<file path="src/rtl/msg_schedule_stream.sv">
// rtl/msg_schedule_stream.sv - streaming SHA-2 message schedule, one word per handshake (optional MSG_SCHEDULE_CHECKSUM_EN)
module msg_schedule_stream #(
    parameter int WORD_W = 32,
    parameter int ROUNDS = 64,
    parameter int IDX_W  = $clog2(ROUNDS)
) (
    input  logic                  clock,
    input  logic                  reset_n,
    input  logic                  start,
    input  logic                  abort,
    input  logic [16*WORD_W-1:0]  block_in,
    input  logic                  w_ready,
    output logic                  w_valid,
    output logic [WORD_W-1:0]     w_out,
    output logic [IDX_W-1:0]      w_index,
    output logic                  busy,
    output logic                  done
`ifdef MSG_SCHEDULE_CHECKSUM_EN
    ,
    output logic [WORD_W-1:0]     checksum
`endif
);

    generate
        if (!((WORD_W == 32 && ROUNDS == 64) || (WORD_W == 64 && ROUNDS == 80))) begin : g_illegal_cfg
            $error("msg_schedule_stream: illegal WORD_W/ROUNDS combination");
        end
    endgenerate

    localparam int S0_A = (WORD_W == 64) ? 1  : 7;
    localparam int S0_B = (WORD_W == 64) ? 8  : 18;
    localparam int S0_S = (WORD_W == 64) ? 7  : 3;
    localparam int S1_A = (WORD_W == 64) ? 19 : 17;
    localparam int S1_B = (WORD_W == 64) ? 61 : 19;
    localparam int S1_S = (WORD_W == 64) ? 6  : 10;

    function automatic logic [WORD_W-1:0] rotr(input logic [WORD_W-1:0] x, input int n);
        return (x >> n) | (x << (WORD_W - n));
    endfunction

    function automatic logic [WORD_W-1:0] sigma0(input logic [WORD_W-1:0] x);
        return rotr(x, S0_A) ^ rotr(x, S0_B) ^ (x >> S0_S);
    endfunction

    function automatic logic [WORD_W-1:0] sigma1(input logic [WORD_W-1:0] x);
        return rotr(x, S1_A) ^ rotr(x, S1_B) ^ (x >> S1_S);
    endfunction

    typedef enum logic {IDLE, RUN} state_t;

    state_t              state;
    state_t              state_next;
    logic [WORD_W-1:0]   window [16];
    logic [IDX_W-1:0]    t;
    logic                load;
    logic                advance;
    logic                last;
    logic [WORD_W-1:0]   new_word;

    // window[0] is W[t]; the next appended word is W[t+16]
    assign new_word = sigma1(window[14]) + window[9] + sigma0(window[1]) + window[0];

    always_comb begin
        state_next = state;
        load       = 1'b0;
        advance    = 1'b0;
        last       = 1'b0;
        if (abort) begin
            state_next = IDLE;
        end else begin
            case (state)
                IDLE: begin
                    if (start) begin
                        load       = 1'b1;
                        state_next = RUN;
                    end
                end
                RUN: begin
                    if (w_ready) begin
                        advance = 1'b1;
                        if (t == IDX_W'(ROUNDS - 1)) begin
                            last       = 1'b1;
                            state_next = IDLE;
                        end
                    end
                end
            endcase
        end
    end

    always_ff @(posedge clock or negedge reset_n) begin
        if (!reset_n) begin
            state <= IDLE;
        end else begin
            state <= state_next;
        end
    end

    always_ff @(posedge clock or negedge reset_n) begin
        if (!reset_n) begin
            for (int i = 0; i < 16; i++) begin
                window[i] <= '0;
            end
            t    <= '0;
            done <= 1'b0;
        end else begin
            done <= last;
            if (abort) begin
                t <= '0;
            end else if (load) begin
                for (int i = 0; i < 16; i++) begin
                    window[i] <= block_in[(16-i)*WORD_W-1 -: WORD_W];
                end
                t <= '0;
            end else if (advance) begin
                for (int i = 0; i < 15; i++) begin
                    window[i] <= window[i+1];
                end
                window[15] <= new_word;
                t          <= last ? '0 : t + IDX_W'(1);
            end
        end
    end

`ifdef MSG_SCHEDULE_CHECKSUM_EN
    always_ff @(posedge clock or negedge reset_n) begin
        if (!reset_n) begin
            checksum <= '0;
        end else if (abort || load) begin
            checksum <= '0;
        end else if (advance) begin
            checksum <= checksum ^ window[0];
        end
    end
`endif

    assign w_valid = (state == RUN);
    assign busy    = (state == RUN);
    assign w_out   = window[0];
    assign w_index = t;

endmodule

</file>
<file path="config.mk">
export PLATFORM = sky130hd
export DESIGN_NAME = msg_schedule_stream
export DESIGN_NICKNAME = d
export VERILOG_FILES = /design/src/rtl/msg_schedule_stream.sv
export SDC_FILE = /design/constraint.sdc
export NUM_CORES = 2
export LEC_CHECK = 0
export CORE_UTILIZATION = 53
export DETAILED_ROUTE_END_ITERATION = 12
export PLACE_DENSITY_LB_ADDON = 0.25
export RECOVER_POWER = 25
export SYNTH_ARGS = -nofsm -noshare
export SYNTH_HDL_FRONTEND = slang
export SYNTH_SLANG_ARGS = --single-unit
export TNS_END_PERCENT = 10
</file>
<file path="constraint.sdc">
create_clock -name clock -period 5.8 [get_ports clock]
set_input_delay 1.45 -clock clock [delete_from_list [all_inputs] [get_ports clock]]
set_output_delay 1.45 -clock clock [all_outputs]
set_load 0.02 [all_outputs]
</file>
# --- Word-level counts from Yosys, hierarchy flattened ---
# Index checks and enable logic that the tools add are counted.
totals:
  wordCells: 57
  reg_bits: 520
  out_inout_bits: 41
classes:
  addsub: 4
  n_reduce_logical: 3
  bitwise: 10
  muxes: 20
  n_eq_ne: 1
ops:
  columns: ["operator", "n"]
  rows:
  - ["$mux W512", 2]
  - ["$add A32 B32 Y32", 3]
  - ["$xor A32 B32 Y32", 2]
  - ["$or A13 B32 Y32", 1]
  - ["$or A14 B32 Y32", 1]
  - ["$or A15 B32 Y32", 1]
  - ["$or A25 B32 Y32", 1]
  - ["$xor A32 B22 Y32", 1]
  - ["$xor A32 B29 Y32", 1]
  - ["$mux W6", 4]
  - ["$mux W1", 13]
  - ["$add A6 B1 Y6 const B", 1]
  - ["$eq A6 B6 Y1 const B", 1]
  - ["$reduce_bool A3 Y1", 1]
  - ["$not A1 Y1", 2]
  - ["$pmux W1 S2", 1]
  - ["$reduce_and A2 Y1", 1]
  - ["$reduce_bool A2 Y1", 1]

# --- Logic depth before layout (Yosys ltp) ---
logic_depth:
  ltp_word: 9
  ltp_mapped: 15
  ltp_nobuf: 14

# --- Worst setup path after synthesis ---
# No wires, ideal clock.
synth_timing:
  path_type: "register -> register"
  startpoint: "register window[50] (netlist name)"
  endpoint: "register window[27] (netlist name)"
  synth_period_minus_slack_ps: 4104
  path_stages_with_launch: 16
  path_slack_ps: 1696
  path_buffers: 1
  arrival_time_ps: 3967
  path_cell_list: "dfrtp_1 -> clkbuf_1 -> xor2_1 -> xnor2_1 -> fa_1 -> inv_1 -> fa_1 -> ha_1 -> fa_1 -> a21o_1 -> a221o_1 -> a2111oi_4 -> o32ai_1 -> a41oi_2 -> xor2_1 -> a21oi_1"
synth_between:
  elab_chain_len: 8
synth_lines:
  columns: ["element", "line", "source"]
  rows:
  - ["from (decl)", "53", "logic [WORD_W-1:0] window [16];"]
  - ["from (signal, indexed assignment)", "112", "window[i] <= block_in[(16-i)*WORD_W-1 -: WORD_W];"]
  - ["from (signal, indexed assignment)", "117", "window[i] <= window[i+1];"]
  - ["$or A15 B32 Y32", "38", "return (x >> n) | (x << (WORD_W - n));"]
  - ["$xor A32 B32 Y32", "46", "return rotr(x, S1_A) ^ rotr(x, S1_B) ^ (x >> S1_S);"]
  - ["$xor A32 B22 Y32 *", "46", null]
  - ["$add A32 B32 Y32 * (3 in a row)", "61", "assign new_word = sigma1(window[14]) + window[9] + sigma0(window[1]) + window[0];"]
  - ["$mux W512 *", "115", "end else if (advance) begin"]
  - ["$mux W512 *", "110", "end else if (load) begin"]
# Mark *: on every way between the ends. The rest lies on a longest branch, timed or not. The select of a mux whose other input is x is not followed.
# A chain may end at the register's enable or synchronous reset.

==> impl_metrics.csv <==
group,metric,value,unit
drt,drcViolationCount,0,
synthesis,ys.warnings.count,0,
worst_setup_path,crit_family,"buffers and inverters",
placement,hpwl,75500,um
run,max-cap-violations,3,
synthesis,async_flop_share,100,%
synthesis,synth_fa_ha_area_share,5.91,%
drt,vias,25494,
worst_setup_path,criticalPathCategory,"in -> async",
drt,vias_per_cell,5.71,
synthesis,synth_mux_area_share,0.0361,%
cts,clk_latency,0.62,ns
grt,grt_pass1_wl,147000,um
synthesis,synth_xor_area_share,4.67,%
worst_setup_path,crit_chain,"clkbuf_2 -> clkbuf_2",
sta,fmax,0.216,GHz
cts,cts_buffers,55,
cts,post_cts_resized,0,
synthesis,synth_seq_cells,520,
drt,wirelength,101000,um
synthesis,synth_compound_area_share,14.6,%
pwr,power_density,801,mW/mm2
sta,maxSlewViolCount,226,
sta,finClkSkew,0.0149,ns
cts,cts_setup_buffers,0,
sta,tns,0,ns
min_path,whs_path_depth,2,
worst_setup_path,critPathMaxStageDelay,2.01,ns
synthesis,netlist.area_leader.share,46.9,%
synthesis,yosysMostFrequentCell,"nand2_1",
min_path,hold_class,"reg -> reg",
synthesis,synthesis.nets,4019,
synthesis,ys_types,49,
cts,cts_max_path_buffers,3,
floorplanning,fp.dieH,231,um
synthesis,netlist_instances,3408,
sta,worst_slack,1.16,ns
cells_and_area,fillers,4263,
drt,dr.pass1.iters,6,
grt,grt-ovfl-total,0,
sta,worst_slew_pin_slew,2.95,ns
cts,cts.htree.levels,2,
sta,rsz0062_at_grt,"false",
cts,clock-sinks,520,
pwr,peakVddDrop,0.798,mV
min_path,min_to,"window[4]",
placement,io_buffers,557,
run_status,violations,"max-capacitance violations, max-slew violations",
worst_setup_path,reg2reg_to,"window[27]",
synthesis,avgSynthCellArea,8.14,um2
synthesis,synth_simple_gate_area_share,21.4,%
worst_setup_path,cpMostUsedCell,"clkbuf_2",
cells_and_area,multiInputGateArea,0.0130,mm2
sta,min_period_over_period,79.9,%
worst_setup_path,r2r-start,"window[43]",
worst_setup_path,reg2regPathDepth,14,
cts,cts_tree,"yes",
cells_and_area,final_util,68.2,%
grt,grt_max_degree,214,
cts,cts.clk_slew.worst_paths,0.06,ns
grt,antenna_found_initial,6,
drt,detail_route.wl_per_cell,22.5,um
worst_setup_path,required,6.22,ns
floorplanning,placementRows,83,
drt,drt_iter0_markers,2963,
sta,max-slew-margin-rel,-96.7,%
synthesis,synth_flop_cell,"dfrtp_1",
worst_setup_path,start_kind,"input pin",
run_status,status,"finished with violations",
sta,hold_slack,0.497,ns
placement,pre_cts_slack,1.31,ns
min_path,min-delay-start,"window[4]",
floorplanning,die-area,0.0533,mm2
synthesis,synth_top_cells_by_count,"999 x nand2_1, 520 x dfrtp_1, 513 x nor2_1",
worst_setup_path,rrSetupSlack,1.21,ns
synthesis,yosys.area.top_type,"dfrtp_1",
floorplanning,core,0.0515,mm2
worst_setup_path,crit_fanout,104,
grt,gr-usage-all-layers,37.1,%
cells_and_area,regArea,0.0130,mm2
floorplanning,die_x,231,um
sta,setup_viol,0,
pwr,leakage,15.4,nW
worst_setup_path,crit_arrival,5.06,ns
drt,postRouteAntennaNets,0,
cells_and_area,layout.nets,4351,
cells_and_area,syn_to_final_growth,26.6,%
worst_setup_path,crit_path_end_kind,"asynchronous set/reset pin",
synthesis,synth_area,0.0278,mm2
synthesis,synth_top_family_by_area,"simple AND/OR/NAND/NOR gates",
floorplanning,io_pins,558,
worst_setup_path,slowest_stage,"clkbuf_2",
floorplanning,start_util,53.9,%
worst_setup_path,crit_buf_inv,2,
cts,root_buffer,"clkbuf_16",
synthesis,yosysSeqAreaShare,46.9,%
synthesis,synth_edf_count,0,
sta,final_hold_viol_count,0,
grt,grt_pass1_vias,23789,
synthesis,synth_area_leaders,"dfrtp_1 47%, nand2_1 14%, a31oi_1 11%",
cts,postCtsHoldBufs,0,
cells_and_area,post_route_cells_drive_above_1_share,3.38,%
sta,period_minus_slack,4.64,ns
placement,routabilityCongestion,0.952,
-- how the worst max path moves through the flow --
| stage | from | end | depth (start not counted) |
|---|---|---|---|
| after global routing | reset_n | window[94] | 2 |
| after detailed placement | window[43] | window[27] | 14 |
| after floorplan | window[50] | window[27] | 15 |
| after global placement | window[50] | window[27] | 14 |
| after CTS | window[43] | window[27] | 14 |
| final | reset_n | window[81] | 2 |
-- registers in the layout (all words and copies together), names as in the netlist --
name	flops
window	480
w_out	32
w_index	6
busy	1
done	1
-- report_power, final --
part | switching [mW] | internal (mW) | total [mW]
registers | 1.32 | 4.96 | 6.28
clock network | 1.51 | 2.02 | 3.53
logic | 11.2 | 7.14 | 18.4
total | 14.0 | 14.1 | 28.2
-- through the flow --
step | std cells | instance area [um2] | total power [mW]
detailed placement | 4363 | 33400 | 24.0
global placement | 4363 | 33400 | 24.1
finish | 4466 | 35100 | 28.2
global route | 4464 | 35100 | 29.9
floorplan | 3408 | 27800 | 18.3
CTS | 4462 | 35200 | 27.7
-- cell type report --
cell class                      count  area share (%)
Antenna cell                        4          0.0285
Clock buffer                       85            4.64
Clock inverter                     14           0.424
Inverter                          125            1.34
Multi-Input combinational cell   2443            36.9
Sequential cell                   520            37.0
Tap cell                          680            2.42
Timing Repair Buffer              595            17.3
-- layer usage --
layer  part of all wire [%]  up-vias  global-route usage (%)
li1                       -    11829                       -
met1                     41    12241                    51.0
met2                     46     1226                    57.4
met3                    8.8      192                    6.81
met4                    4.6        6                    16.6
met5                  0.038        -                       0
-- cell usage in the layout, fill, tap and decap left out, types with 55 or more instances in the layout --
master           instances
nand2_1                998
clkdlybuf4s50_1        555
dfrtp_1                520
nor2_1                 512
a31oi_1                489
inv_1                  125
xnor2_1                 90
fa_1                    62
xor2_1                  58
clkbuf_16               55
-- cells by family (layout without fill, tap and decap cells) --
| group | after synthesis | count (layout) |
|---|---|---|
| other | 0 | 4 |
| muxes | 1 | 1 |
| and+or+nand+nor | 1557 | 1557 |
| DFF | 520 | 520 |
| AOI/OAI and AO/OA | 643 | 643 |
| buffers and inverters | 445 | 819 |
| adders and majority gates | 94 | 94 |
| xor gates and xnor gates | 148 | 148 |
Power figures use the tool's default switching activity.
